### config.mk
export PLATFORM = sky130hd
export DESIGN_NAME = bless_ni_ctrl
export DESIGN_NICKNAME = d
export VERILOG_FILES = /design/src/rtl/bless_ni_pkg.sv /design/src/rtl/bless_ni_fifo.sv /design/src/rtl/bless_ni_ctrl.sv
export SDC_FILE = /design/constraint.sdc
export NUM_CORES = 1
export LEC_CHECK = 0
export CORE_MARGIN = 2
export CORE_UTILIZATION = 50
export DETAILED_ROUTE_END_ITERATION = 12
export PLACE_DENSITY = 0.74
export SLEW_MARGIN = 20
export SYNTH_ARGS = -nofsm -noshare
export SYNTH_HDL_FRONTEND = slang
export SYNTH_SLANG_ARGS = --single-unit
### constraint.sdc
create_clock -name clk -period 5.2 [get_ports clk]
set_clock_uncertainty 0.05 [all_clocks]
set_input_delay 1.04 -clock clk [delete_from_list [all_inputs] [get_ports clk]]
set_output_delay 1.04 -clock clk [all_outputs]
set_load 0.01 [all_outputs]
### src/rtl/bless_ni_pkg.sv
// Shared definitions for the BLESS network-interface controller: flit widths
// and helpers for the timestamp field of the router control word.
package bless_ni_pkg;

    localparam int CW        = 24;
    localparam int DW        = 64;
    localparam int TS_W      = 8;
    localparam int VALID_BIT = CW - 1;

    function automatic logic [TS_W-1:0] get_ts(input logic [CW-1:0] ctrl);
        return ctrl[TS_W-1:0];
    endfunction

    function automatic logic [CW-1:0] set_ts(input logic [CW-1:0] ctrl,
                                             input logic [TS_W-1:0] ts);
        logic [CW-1:0] res;
        res           = ctrl;
        res[TS_W-1:0] = ts;
        return res;
    endfunction

endpackage

### src/rtl/bless_ni_fifo.sv
// Small circular FIFO with extra-bit pointers; a push into a full FIFO is
// accepted only when a pop frees the head slot on the same edge.
module bless_ni_fifo #(
    parameter int WIDTH = 8,
    parameter int DEPTH = 4
) (
    input  logic             clk,
    input  logic             rst,
    input  logic             push,
    input  logic             pop,
    input  logic [WIDTH-1:0] wdata,
    output logic             full,
    output logic             empty,
    output logic [WIDTH-1:0] head
);

    localparam int AW = $clog2(DEPTH);

    logic [AW:0]      wr_ptr;
    logic [AW:0]      rd_ptr;
    logic [WIDTH-1:0] mem [DEPTH];
    logic             do_push;
    logic             do_pop;

    assign empty   = (wr_ptr == rd_ptr);
    assign full    = (wr_ptr[AW] != rd_ptr[AW]) && (wr_ptr[AW-1:0] == rd_ptr[AW-1:0]);
    assign do_pop  = pop && !empty;
    assign do_push = push && (!full || do_pop);
    assign head    = mem[rd_ptr[AW-1:0]];

    always_ff @(posedge clk or posedge rst) begin
        if (rst) begin
            wr_ptr <= '0;
            rd_ptr <= '0;
        end else begin
            if (do_push) wr_ptr <= wr_ptr + (AW+1)'(1);
            if (do_pop)  rd_ptr <= rd_ptr + (AW+1)'(1);
        end
    end

    // Storage needs no reset: the pointers alone decide what is valid.
    always_ff @(posedge clk) begin
        if (do_push) mem[wr_ptr[AW-1:0]] <= wdata;
    end

endmodule

### src/rtl/bless_ni_ctrl.sv
// Network interface between a core and port 4 of the bufferless deflection
// router: timestamped injection queue, ejection buffer, starvation/overflow flags.
module bless_ni_ctrl
    import bless_ni_pkg::*;
#(
    parameter int INJ_DEPTH = 4,
    parameter int EJ_DEPTH  = 4,
    parameter int STARVE_TH = 16
) (
    input  logic          clk,
    input  logic          rst,
    input  logic          core_inj_valid,
    output logic          core_inj_ready,
    input  logic [CW-1:0] core_inj_c,
    input  logic [DW-1:0] core_inj_d,
    input  logic          port4_ready,
    output logic [CW-1:0] port4_ci,
    output logic [DW-1:0] port4_di,
    input  logic [CW-1:0] port4_co,
    input  logic [DW-1:0] port4_do,
    output logic          core_ej_valid,
    input  logic          core_ej_ready,
    output logic [CW-1:0] core_ej_c,
    output logic [DW-1:0] core_ej_d,
    output logic          starve,
    output logic          ej_overflow
);

    localparam int SC_W = $clog2(STARVE_TH) + 1;

    logic [CW+DW-1:0] inj_head;
    logic [CW+DW-1:0] ej_head;
    logic             inj_full, inj_empty, inj_push, inj_pop;
    logic             ej_full, ej_empty, ej_push, ej_pop;
    logic [TS_W-1:0]  ts_cnt;
    logic [SC_W-1:0]  starve_cnt;

    assign core_inj_ready = !inj_full;
    assign inj_push       = core_inj_valid && !inj_full;
    assign inj_pop        = !inj_empty && port4_ready;

    assign ej_push        = port4_co[VALID_BIT];
    assign ej_pop         = core_ej_ready && !ej_empty;
    assign core_ej_valid  = !ej_empty;
    assign core_ej_c      = ej_empty ? '0 : ej_head[CW+DW-1:DW];
    assign core_ej_d      = ej_empty ? '0 : ej_head[DW-1:0];

    assign starve         = (starve_cnt >= SC_W'(STARVE_TH));

    bless_ni_fifo #(.WIDTH(CW+DW), .DEPTH(INJ_DEPTH)) u_inj_fifo (
        .clk   (clk),
        .rst   (rst),
        .push  (inj_push),
        .pop   (inj_pop),
        .wdata ({core_inj_c, core_inj_d}),
        .full  (inj_full),
        .empty (inj_empty),
        .head  (inj_head)
    );

    bless_ni_fifo #(.WIDTH(CW+DW), .DEPTH(EJ_DEPTH)) u_ej_fifo (
        .clk   (clk),
        .rst   (rst),
        .push  (ej_push),
        .pop   (ej_pop),
        .wdata ({port4_co, port4_do}),
        .full  (ej_full),
        .empty (ej_empty),
        .head  (ej_head)
    );

    // The head flit is stamped with the cycle it actually leaves, not when queued.
    always_comb begin
        port4_ci = '0;
        port4_di = '0;
        if (inj_pop) begin
            port4_ci            = set_ts(inj_head[CW+DW-1:DW], ts_cnt);
            port4_ci[VALID_BIT] = 1'b1;
            port4_di            = inj_head[DW-1:0];
        end
    end

    always_ff @(posedge clk or posedge rst) begin
        if (rst) begin
            ts_cnt      <= '0;
            ej_overflow <= 1'b0;
            starve_cnt  <= '0;
        end else begin
            ts_cnt <= ts_cnt + TS_W'(1);
            if (ej_push && ej_full && !ej_pop) ej_overflow <= 1'b1;
            if (inj_pop || inj_empty)
                starve_cnt <= '0;
            else if (starve_cnt < SC_W'(STARVE_TH))
                starve_cnt <= starve_cnt + SC_W'(1);
        end
    end

endmodule

# Word-level counts from Yosys, hierarchy flattened
# Memories as Yosys holds them, arrays and structs flattened.
# Cells that the tools add are included.
[op_classes] n_addsub=6 order_cmp=2 n_eq_ne=6 muxes=10 n_reduce_logical=20
[op_table] op="$mux W64" count=2
[op_table] op="$mux W24" count=2
[op_table] op="$add A3 B1 Y3 const B" count=4
[op_table] op="$logic_and A1 B1 Y1" count=11
[op_table] op="$mux W5" count=2
[op_table] op="$add A8 B1 Y8 const B" count=1
[op_table] op="$eq A3 B3 Y1" count=2
[op_table] op="$add A5 B1 Y5 const B" count=1
[op_table] op="$ge A5 B5 Y1 const B" count=1
[op_table] op="$logic_not A1 Y1" count=5
[op_table] op="$lt A5 B5 Y1 const B" count=1
[op_table] op="$eq A2 B2 Y1" count=2
[op_table] op="$mux W1" count=4
[op_table] op="$logic_or A1 B1 Y1" count=3
[op_table] op="$ne A1 B1 Y1" count=2
[op_table] op="$reduce_bool A2 Y1" count=1
[totals] reg_bits=26 ramBits=704 in_bits=181 out_inout_bits=180 word_cells=53 memories=2
[mem_list] memory="u_ej_fifo.mem" words=4 width=88 read_ports=1 rd_ports_with_merged_regs=0 write_ports=1 line="bless_ni_fifo.sv:21" source="logic [WIDTH-1:0] mem [DEPTH];"
[mem_list] memory="u_inj_fifo.mem" words=4 width=88 read_ports=1 rd_ports_with_merged_regs=0 write_ports=1 line="bless_ni_fifo.sv:21"

# Longest topological paths before layout
# Gate-level depths: netlist (run 1).
[logic_depth] word_depth=8 ltp_mapped=7 mapped_depth_nobuf=4

# By module
# From an unflattened synthesis (run 1), not the netlist that was laid out.
[unflattened] hier_cells=1242 hier_area_um2=28090.7
[by_module_without_submodules] mod="bless_ni_fifo" instances=2 cells_each=496 area_each_um2=13107.6
[by_module_without_submodules] mod="bless_ni_ctrl" instances=1 cells_each=250 area_each_um2=1875.5

# Least setup slack after synthesis (run 1)
# OpenSTA, ideal clock, no wires.
[synth_path] path_kind="in2reg" startpoint="input port core_ej_ready" endpoint="memory u_ej_fifo.mem[1][0] (netlist name) (enable)" setup_ns=0.457 t_arrival_ns=3.262 slack_ns=1.431 path_stages=2 path_cell_list="or4_4 and3_1"
[synth_between] elab_chain_len=6
[synth_rtl] item="start: declaration" line="bless_ni_ctrl.sv:22" source="input logic core_ej_ready,"
[synth_rtl] item="$logic_and A1 B1 Y1" line="bless_ni_ctrl.sv:43" source="assign ej_pop = core_ej_ready && !ej_empty;"
[synth_rtl] item="$logic_and A1 B1 Y1" line="bless_ni_fifo.sv:27" source="assign do_pop = pop && !empty;"
[synth_rtl] item="$logic_or A1 B1 Y1" line="bless_ni_fifo.sv:28" source="assign do_push = push && (!full || do_pop);"
[synth_rtl] item="$logic_and A1 B1 Y1" line="bless_ni_fifo.sv:28"
[synth_rtl] item="$mux W1" line="bless_ni_fifo.sv:43" source="if (do_push) mem[wr_ptr[AW-1:0]] <= wdata;"
[synth_rtl] item="$mux W1 (not written as such)" line="bless_ni_fifo.sv:43"
[synth_rtl] item="end: declaration" line="bless_ni_fifo.sv:21"
# Every way passes these cells.

# Worst setup path after layout (run 1)
[layout_path] startpoint="register u_inj_fifo.rd_ptr[1]" endpoint="output port port4_di[58]"
[layout_between] elab_chain_len=4 word_cells_on_any_way=5 classes_between="eq/ne: 1; mux: 1; reduce/logical: 2; memory: 1"
[layout_rtl] item="start: declaration" line="bless_ni_fifo.sv:20" source="logic [AW:0] rd_ptr;"
[layout_rtl] item="start signal: assignment" line="bless_ni_fifo.sv:37" source="if (do_pop) rd_ptr <= rd_ptr + (AW+1)'(1);"
[layout_rtl] item="$eq A3 B3 Y1" line="bless_ni_fifo.sv:25" source="assign empty = (wr_ptr == rd_ptr);"
[layout_rtl] item="$logic_not A1 Y1" line="bless_ni_ctrl.sv:40" source="assign inj_pop = !inj_empty && port4_ready;"
[layout_rtl] item="$logic_and A1 B1 Y1" line="bless_ni_ctrl.sv:40"
[layout_rtl] item="$mux W64 *" line="bless_ni_ctrl.sv:76" source="if (inj_pop) begin"
[layout_rtl] item="end: declaration" line="bless_ni_ctrl.sv:18" source="output logic [DW-1:0] port4_di,"
# Every way passes the cells marked *; elsewhere a longest branch is shown, timed or not.

==> impl_metrics.py, run 1 <==
metrics = {
    "outcome": {
        "outcome": "finished, final reports clean",
    },
    "cells_and_area": {
        "drive_gt1_frac": 0.1882,
        "final_common_cell": "edfxtp_1",
        "syn_to_final_growth_pct": 25.10,
        "final_cells": 2321,
        "nets": 1772,
        "layout_common_cells": "edfxtp_1, clkdlybuf4s50_1, mux4_2, nor2b_1, and2_1",
    },
    "place": {
        "gp_congestion": 0.6977,
        "place_inst": 2193,
        "place_ws_ns": 1.121,
        "portBuffers": 351,
        "dpl.hpwl_um": 31580,
    },
    "worst_hold_path": {
        "hold_start": "ts_cnt[7]",
        "min_path_type": "reg2reg",
        "hold-path-cell-count": 1,
        "hold_end": "ts_cnt[7]",
    },
    "yosys": {
        "synthFlopType": "edfxtp_1",
        "async_reset_ff_frac": 0.03746,
        "synth_top_area_frac": 0.7533,
        "syn-num-nets": 1382,
        "synth_area_um2": 26630,
        "yosys-top-cells-area": "edfxtp_1, mux4_2, dfrtp_1",
        "syn_inst": 1188,
        "yosysSeqAreaShare": 0.7777,
        "synth-edff-count": 668,
        "synth_area_per_cell_um2": 22.41,
        "yosysUniqueCellTypes": 41,
        "yosys.area.top_type": "edfxtp_1",
        "synth_warnings": 0,
        "synth-seq-cells": 694,
    },
    "drt": {
        "final_antenna_net_count": 0,
        "drt-total-wl_um": 52820,
        "drc": 0,
        "drtIter0Drc": 727,
        "dr_total_vias": 12713,
        "viasPerCell": 5.477,
        "post_drt_wl_per_cell_um": 22.76,
        "dr.pass1.iters": 4,
    },
    "clocking": {
        "cts_root_buf": "clkbuf_16",
        "cts_resized": 0,
        "cts_tree": "yes",
        "cts_setup_buffers": 0,
        "cts.sinks": 694,
        "numCtsBuffers": 71,
        "htreeDepth": 3,
        "hold_buffers": 0,
        "clk_pin_slew_worst_paths_ns": 0.06,
        "clk_latency_ns": 0.58,
        "clk_path_buf_depth": 3,
    },
    "global_route": {
        "antenna_found_initial": 10,
        "grtUsageTotal": 0.1911,
        "grt_max_degree": 82,
        "grt_first_pass_wirelength_um": 80430,
        "first_global_vias": 13422,
        "grt_overflow": 0,
    },
    "worst_setup_path": {
        "r2r_end": "u_inj_fifo.mem[1][61]",
        "worst-setup-path-type": "reg2out",
        "critPathMaxFanout": 55,
        "r2r-start": "u_inj_fifo.rd_ptr[1]",
        "ff2ff_setup_slack_ns": 2.03,
        "cp.required_ns": 4.11,
        "crit_chain": "xor2_1, o31ai_4, inv_2, buf_4, and2_1, clkdlybuf4s50_1",
        "cp_slowest_cell": "dfrtp_4",
        "reg2regPathDepth": 4,
        "slowest_delay_ns": 0.77,
        "cp-end-kind": "output pin",
        "startpoint_type": "flip-flop",
        "arrival_ns": 3.34,
    },
    "timing": {
        "finalHoldViolCount": 0,
        "tightest_slew_ns": 0.9679,
        "fin_crit_sh": 0.8519,
        "slew_headroom": 0.3547,
        "fmax_ghz": 0.2258,
        "fin_tns_setup_ns": 0,
        "setup_violations": 0,
        "fin_crit_ns": 4.430,
        "rsz0062_at_grt": "no",
        "drv_slew": 0,
        "timing.final.ws_setup_ns": 0.7704,
    },
    "power_and_ir_drop": {
        "power_density_nw_per_um2": 606.6,
        "leakage_nw": 10.94,
        "ir_drop_mv": 0.4245,
    },
    "floorplan": {
        "rows": 84,
        "dieWidth_um": 234.8,
        "start_util": 0.5057,
        "die_area_um2": 55120,
        "die_h_um": 234.8,
        "num_io_pins": 361,
        "fp.coreArea_um2": 52660,
    },
    "flow_run": {
        "maxCapViolCount": 0,
    },
}
registers in the layout (all words and copies together) (netlist names):
register and flops:
u_ej_fifo.wr_ptr 3, u_ej_fifo.rd_ptr 3, ej_overflow 1, u_inj_fifo.rd_ptr 3
starve_cnt 5, u_inj_fifo.mem 316, u_inj_fifo.wr_ptr 3, u_ej_fifo.mem 352
ts_cnt 8
cell families (layout without fill, tap and decap cells):
family	count (synthesis)	in the layout	share of synthesized area
AO/OA/AOI/OAI	12	12	0.004182
other	0	2	0
XOR/XNOR	24	24	0.008881
buffers and inverters	71	514	0.01236
adder cells (fa/ha/maj)	13	13	0.006109
flip-flops	694	694	0.7777
AND/OR/NAND/NOR	202	202	0.04727
multiplexers	172	172	0.1435
synthesized netlist by cell type, types with 5 or more instances:
library cell    n
and2_1         89
buf_2          23
buf_4           5
clkbuf_1       28
dfrtp_1        26
edfxtp_1      668
ha_1           13
inv_1          12
mux4_2        167
nor2_1          7
nor2b_1        90
xnor2_1        14
xor2_1          8
power breakdown:
| group | switching, mW | total [mW] | internal [mW] | leakage [nW] |
|---|---|---|---|---|
| logic | 3.45 | 7.32 | 3.87 | 3.38 |
| clock network | 1.97 | 4.97 | 2.99 | 1.12 |
| registers | 0.447 | 7.92 | 7.48 | 6.44 |
stage by stage:
stage,total power [mW],utilization,hold slack [ns],instance area [um2]
finish,20.21,0.6326,0.4280,33310
global route,21.18,0.6325,0.4581,33310
CTS,20.52,0.6325,0.4328,33310
detailed placement,15.50,0.5889,0.4205,31010
global placement,15.40,0.5889,0.4135,31010
floorplan,12.07,-,0.3876,26630
worst max path at each step:
stage                         start                  end  slack [ns]  depth (start not counted)
3_5_place_dp            port4_ready         port4_di[41]        1.12                          6
3_3_place_gp            port4_ready         port4_di[41]        1.18                          6
5_1_grt        u_inj_fifo.rd_ptr[1]         port4_di[58]        0.60                          6
2_1_floorplan         core_ej_ready  u_ej_fifo.mem[1][0]        1.43                          2
6_report       u_inj_fifo.rd_ptr[1]         port4_di[58]        0.77                          6
4_1_cts        u_inj_fifo.rd_ptr[1]         port4_di[58]        0.73                          6
metal layers:
layer / part of all wire / track usage
met3: 0.080 / 0.05992
met4: 0.017 / 0.04871
met1: 0.40 / 0.2533
met2: 0.50 / 0.3108
met5: 0.0024 / 0
final cells by class:
cell class	instances	area (um2)
well taps	688	860.8
multi-input cells	423	5617
repair buffers	375	3756
clock inverters	27	290.3
diodes	2	5.005
fillers	3526	19340
flip-flops and latches	694	20720
inverters	13	50.05
clock buffers	99	2008
critical path: cells and delay by family (launching register included):
| kind | cells | cell delay [ns] |
|---|---|---|
| AND/OR/NAND/NOR | 1 | 0.22 |
| buffers and inverters | 3 | 1.02 |
| flip-flops | 1 | 0.77 |
| XOR/XNOR | 1 | 0.51 |
| AO/OA/AOI/OAI | 1 | 0.18 |
Note: power is estimated with default switching activity, not from simulation.
==> inputs of run 2 (changes only) <==
MAX_ROUTING_LAYER = met4   (was default)
==> impl_metrics.py, run 2 (synthesized netlist as in run 1, its figures left out) <==
metrics = {
    "outcome": {
        "outcome": "finished, final reports clean",
    },
    "drt": {
        "final_antenna_net_count": 0,
        "drc": 0,
        "dr.pass1.iters": 5,
        "dr_total_vias": 12613,
        "viasPerCell": 5.413,
        "drt-total-wl_um": 52810,
        "post_drt_wl_per_cell_um": 22.67,
        "drtIter0Drc": 752,
    },
    "worst_setup_path": {
        "cp-startpoint": "u_inj_fifo.rd_ptr[1]",
        "r2r-start": "u_inj_fifo.rd_ptr[1]",
        "startpoint_type": "flip-flop",
        "reg2regPathDepth": 4,
        "r2r_end": "u_inj_fifo.mem[1][41]",
        "path_delay_family": "buffers and inverters",
        "cp_num_buf_inv": 3,
        "ff2ff_setup_slack_ns": 2.04,
        "slowest_delay_ns": 0.78,
        "arrival_ns": 3.34,
        "critical_path_cell_count": 6,
        "cp.required_ns": 4.11,
        "cp-end-kind": "output pin",
        "worstSetupEndpoint": "port4_di[29]",
        "crit_chain": "xor2_1, o31ai_4, inv_2, buf_4, and2_1, clkdlybuf4s50_1",
        "cp_slowest_cell": "dfrtp_4",
        "critPathMaxFanout": 55,
        "worst-setup-path-type": "reg2out",
    },
    "global_route": {
        "grt_max_degree": 82,
        "antenna_found_initial": 10,
        "first_global_vias": 13365,
        "grt_first_pass_wirelength_um": 80470,
        "grtUsageTotal": 0.1972,
        "grt_overflow": 0,
    },
    "place": {
        "portBuffers": 351,
        "gp_congestion": 0.7052,
        "dpl.hpwl_um": 31580,
    },
    "timing": {
        "tightest_slew_ns": 0.9837,
        "finalHoldViolCount": 0,
        "rsz0062_at_grt": "no",
        "fin_crit_sh": 0.8513,
        "fin_crit_ns": 4.427,
        "fin_tns_setup_ns": 0,
        "slew_headroom": 0.3442,
        "setup_violations": 0,
        "drv_slew": 0,
        "fmax_ghz": 0.2259,
        "hold_slack_ns": 0.4279,
    },
    "floorplan": {
        "rows": 84,
        "die_area_um2": 55120,
        "start_util": 0.5057,
        "dieWidth_um": 234.8,
        "die_h_um": 234.8,
        "fp.coreArea_um2": 52660,
        "num_io_pins": 361,
    },
    "power_and_ir_drop": {
        "total_power_mw": 20.22,
        "power_density_nw_per_um2": 606.6,
        "ir_drop_mv": 0.4262,
        "leakage_nw": 10.94,
    },
    "cells_and_area": {
        "final_common_cell": "edfxtp_1",
        "layout_common_cells": "edfxtp_1, clkdlybuf4s50_1, mux4_2, nor2b_1, and2_1",
        "drive_gt1_frac": 0.1882,
        "nets": 1772,
        "largest_reg_flops": 352,
        "syn_to_final_growth_pct": 25.19,
    },
    "clocking": {
        "htreeDepth": 3,
        "clk_latency_ns": 0.58,
        "cts_tree": "yes",
        "clk_pin_slew_worst_paths_ns": 0.06,
        "cts_root_buf": "clkbuf_16",
        "hold_buffers": 0,
        "numCtsBuffers": 71,
        "cts.sinks": 694,
        "clk_path_buf_depth": 3,
        "cts_resized": 0,
        "cts_setup_buffers": 0,
    },
    "worst_hold_path": {
        "hold_start": "ts_cnt[7]",
        "min_path_type": "reg2reg",
    },
    "flow_run": {
        "maxCapViolCount": 0,
    },
}
run 2: changes by cell type in the layout (fill, tap and decap cells not counted), sizes merged:
| cell | change |
|---|---|
| diode | +9 |
run 2: stage by stage:
step | cell area (um2) | std cells | setup slack (ns) | utilization
after floorplan | 26630 | 1188 | 1.431 | -
after global placement | 31010 | 2193 | 1.180 | 0.5889
after detailed placement | 31010 | 2193 | 1.121 | 0.5889
after CTS | 33310 | 2319 | 0.7346 | 0.6325
after global routing | 33330 | 2329 | 0.5930 | 0.6330
final | 33330 | 2330 | 0.7733 | 0.6331
run 2: metal layers:
layer | vias to the layer above | share of wire | track usage
met4 | 0 | 0.015 | 0.04871
met1 | 6501 | 0.41 | 0.2555
met5 | - | 0 | -
met3 | 63 | 0.083 | 0.05921
li1 | 5631 | - | -
met2 | 418 | 0.50 | 0.3094
run 2: cell type report:
type	count	area, um2
Sequential cell	694	20720
Fill cell	3522	19320
Multi-Input combinational cell	423	5617
Timing Repair Buffer	375	3756
Clock buffer	99	2008
Tap cell	688	860.8
Clock inverter	27	290.3
Inverter	13	50.05
Antenna cell	11	27.53
run 2: worst register-to-register path, delay by kind of cell, from the launching register on:
family	cells	cell delay, ns
xor+xnor	1	0.51
flops	1	0.78
buf+inv	1	0.41
simple gates	1	0.74
compound gates	1	0.35
run 2: worst min path at each step:
stage                endpoint  cells after the start
floorplan           ts_cnt[7]                      1
global placement    ts_cnt[7]                      1
detailed placement  ts_cnt[7]                      1
CTS                 ts_cnt[7]                      1
global route        ts_cnt[7]                      1
finish              ts_cnt[7]                      1
run 2: report_power, final:
group          total (mW)  internal [mW]  leakage [nW]  switching (mW)
logic                7.32           3.87          3.38            3.45
clock network        4.98           2.99          1.12            1.98
registers            7.92           7.48          6.44           0.448
==> variant: new RTL, settings of run 2 <==
Make the reset (`rst`) synchronous in 2 clocked blocks.
--- a/src/rtl/bless_ni_fifo.sv
+++ b/src/rtl/bless_ni_fifo.sv
@@ -29,5 +29,5 @@
     assign head    = mem[rd_ptr[AW-1:0]];
 
-    always_ff @(posedge clk or posedge rst) begin
+    always_ff @(posedge clk) begin
         if (rst) begin
             wr_ptr <= '0;
--- a/src/rtl/bless_ni_ctrl.sv
+++ b/src/rtl/bless_ni_ctrl.sv
@@ -81,5 +81,5 @@
     end
 
-    always_ff @(posedge clk or posedge rst) begin
+    always_ff @(posedge clk) begin
         if (rst) begin
             ts_cnt      <= '0;
Formal check against the unedited RTL: differs if rst is asserted again (counterexample within 4 cycles, from zero or initial values and one cycle with rst high); with rst held inactive, the same outputs for 4 cycles.
==> variant against run 2 <==
Cell area increased by 0.28%. Critical path depth decreased by 2. Sequential cell count rose by 4. Global-route usage grew 0.95 points. Sequential share of layout area shrank 0.32 points. Routed wire length increased by 4.5%. Fmax grew 6.1%. Count of clock-buffer cells in the layout is 14 lower. Setup slack gained 260 ps. Synthesized area is 0.29% higher. Hold slack got worse by 14 ps. Synthesized cell count is 2.2% higher. Critical endpoint is now port4_ci[18].
Power is not compared: it rests on default switching activity, and its combinational part moved more than twofold at a synthesized area within 25%.
==> variant: results (changes against run 2) <==
status=complete, no violations; Overall Global Routing Usage=20.7% (+0.95 points); Via density=5.50 (+1.5%); worst reg2reg startpoint=u_inj_fifo.wr_ptr[1]$_SDFFE_PP0P_; fin nets=1795 (+1.3%); Filler Cells Inserted=3500 (-0.62%); hold wc startpoint=ts_cnt[0]$_SDFF_PP0_; first-pass GRT wire length=83.3 mm (+3.5%); Worst R2R Setup Slack=2520 ps (+480 ps); Detailed Route Iter0 Violations=860 (+14%); Non-clk invs=11 (-2); largest net degree at the start of global routing=90 (+9.8%); vias in the first global route=13400 (+0.16%); asr flop ratio synth=0% (-3.7 points); Routed wire per std cell=23.4 um (+3.3%); top post-synthesis cells by area=edfxtp_1 (75%), mux4_2 (14%), dfxtp_1 (2.2%); FF-to-FF End=u_inj_fifo.mem[3][38]$_DFFE_PP_; count of multi-input gates=445 (+5.2%); Min-Delay Endpoint=ts_cnt[0]$_SDFF_PP0_; multi-input gate share of total cell area=17.0% (+0.14 points); Signal buffers=374 (-0.27%); Antenna Cells=13 (+2); routability cong.=0.756 (+7.2%); Seq area share=61.9% (-0.32 points); commonest cells in the netlist=edfxtp_1 (668), mux4_2 (167), and2_1 (94); DPL Wire Length=33.7 mm (+6.6%); Final non-clock buffer share=11.4% (+0.17 points); Slew headroom=37.3% (+2.9 points); CLK BUF=85 (-14%); CP Max Fanout=33 (-40%); layout cell share with drive strength beyond 1=18.8% (-0.043 points)
variant: changes by cell type after synthesis, sizes merged, moves of 3 or more:
cell / change
dfxtp: +30
dfrtp: -26
nor2: +19
xnor2: -6
xor2: +6
and2: +5
mux2: -4
a21oi: +3
mux2i: +3
variant: per-stage QoR:
| step | setup WS [ps] | instances | hold slack, ps | total power, mW | instance area, sq um |
|---|---|---|---|---|---|
| after global placement | 1160 | 2216 | 384 | 9.67 | 31100 |
| after detailed placement | 1080 | 2216 | 401 | 9.70 | 31100 |
| after floorplan | 1380 | 1214 | 371 | 8.31 | 26700 |
| after CTS | 912 | 2344 | 415 | 14.7 | 33400 |
| final | 1030 | 2357 | 414 | 14.6 | 33400 |
| after global routing | 828 | 2356 | 489 | 15.1 | 33400 |
variant: worst max-delay path by stage:
stage                       start                       endpoint  slack [ps]  depth (start not counted)
floorplan           core_ej_ready  u_ej_fifo.mem[0][0]$_DFFE_PP_        1380                          3
global placement      port4_ready                   port4_di[33]        1160                          6
detailed placement    port4_ready                   port4_di[54]        1080                          6
CTS                      register                   port4_ci[15]         910                          4
global route             register                   port4_ci[15]         830                          4
finish                   register                   port4_ci[18]        1030                          4
variant: layer usage:
metal / wire length, um / global-route usage, % / up-vias
met4: 967 / 5.62 / 0
li1: - / - / 5685
met2: 26900 / 31.7 / 446
met1: 22900 / 27.7 / 6750
met5: 0 / - / -
met3: 4410 / 5.64 / 75
variant: cell families after synthesis:
family	Yosys count	share of synthesized area (%)
AOI/OAI and AO/OA	13	0.426
xor gates and xnor gates	24	0.928
adders and majority gates	13	0.609
buffers and inverters	71	1.43
DFF	698	77.4
muxes	171	14.2
and+or+nand+nor	224	5.01
variant: worst reg2reg max path, cell delays in order (launching register included):
cell and delay [ps]:
dfxtp_1 370, xor2_2 230, o311ai_1 490, clkinv_2 700
buf_4 550
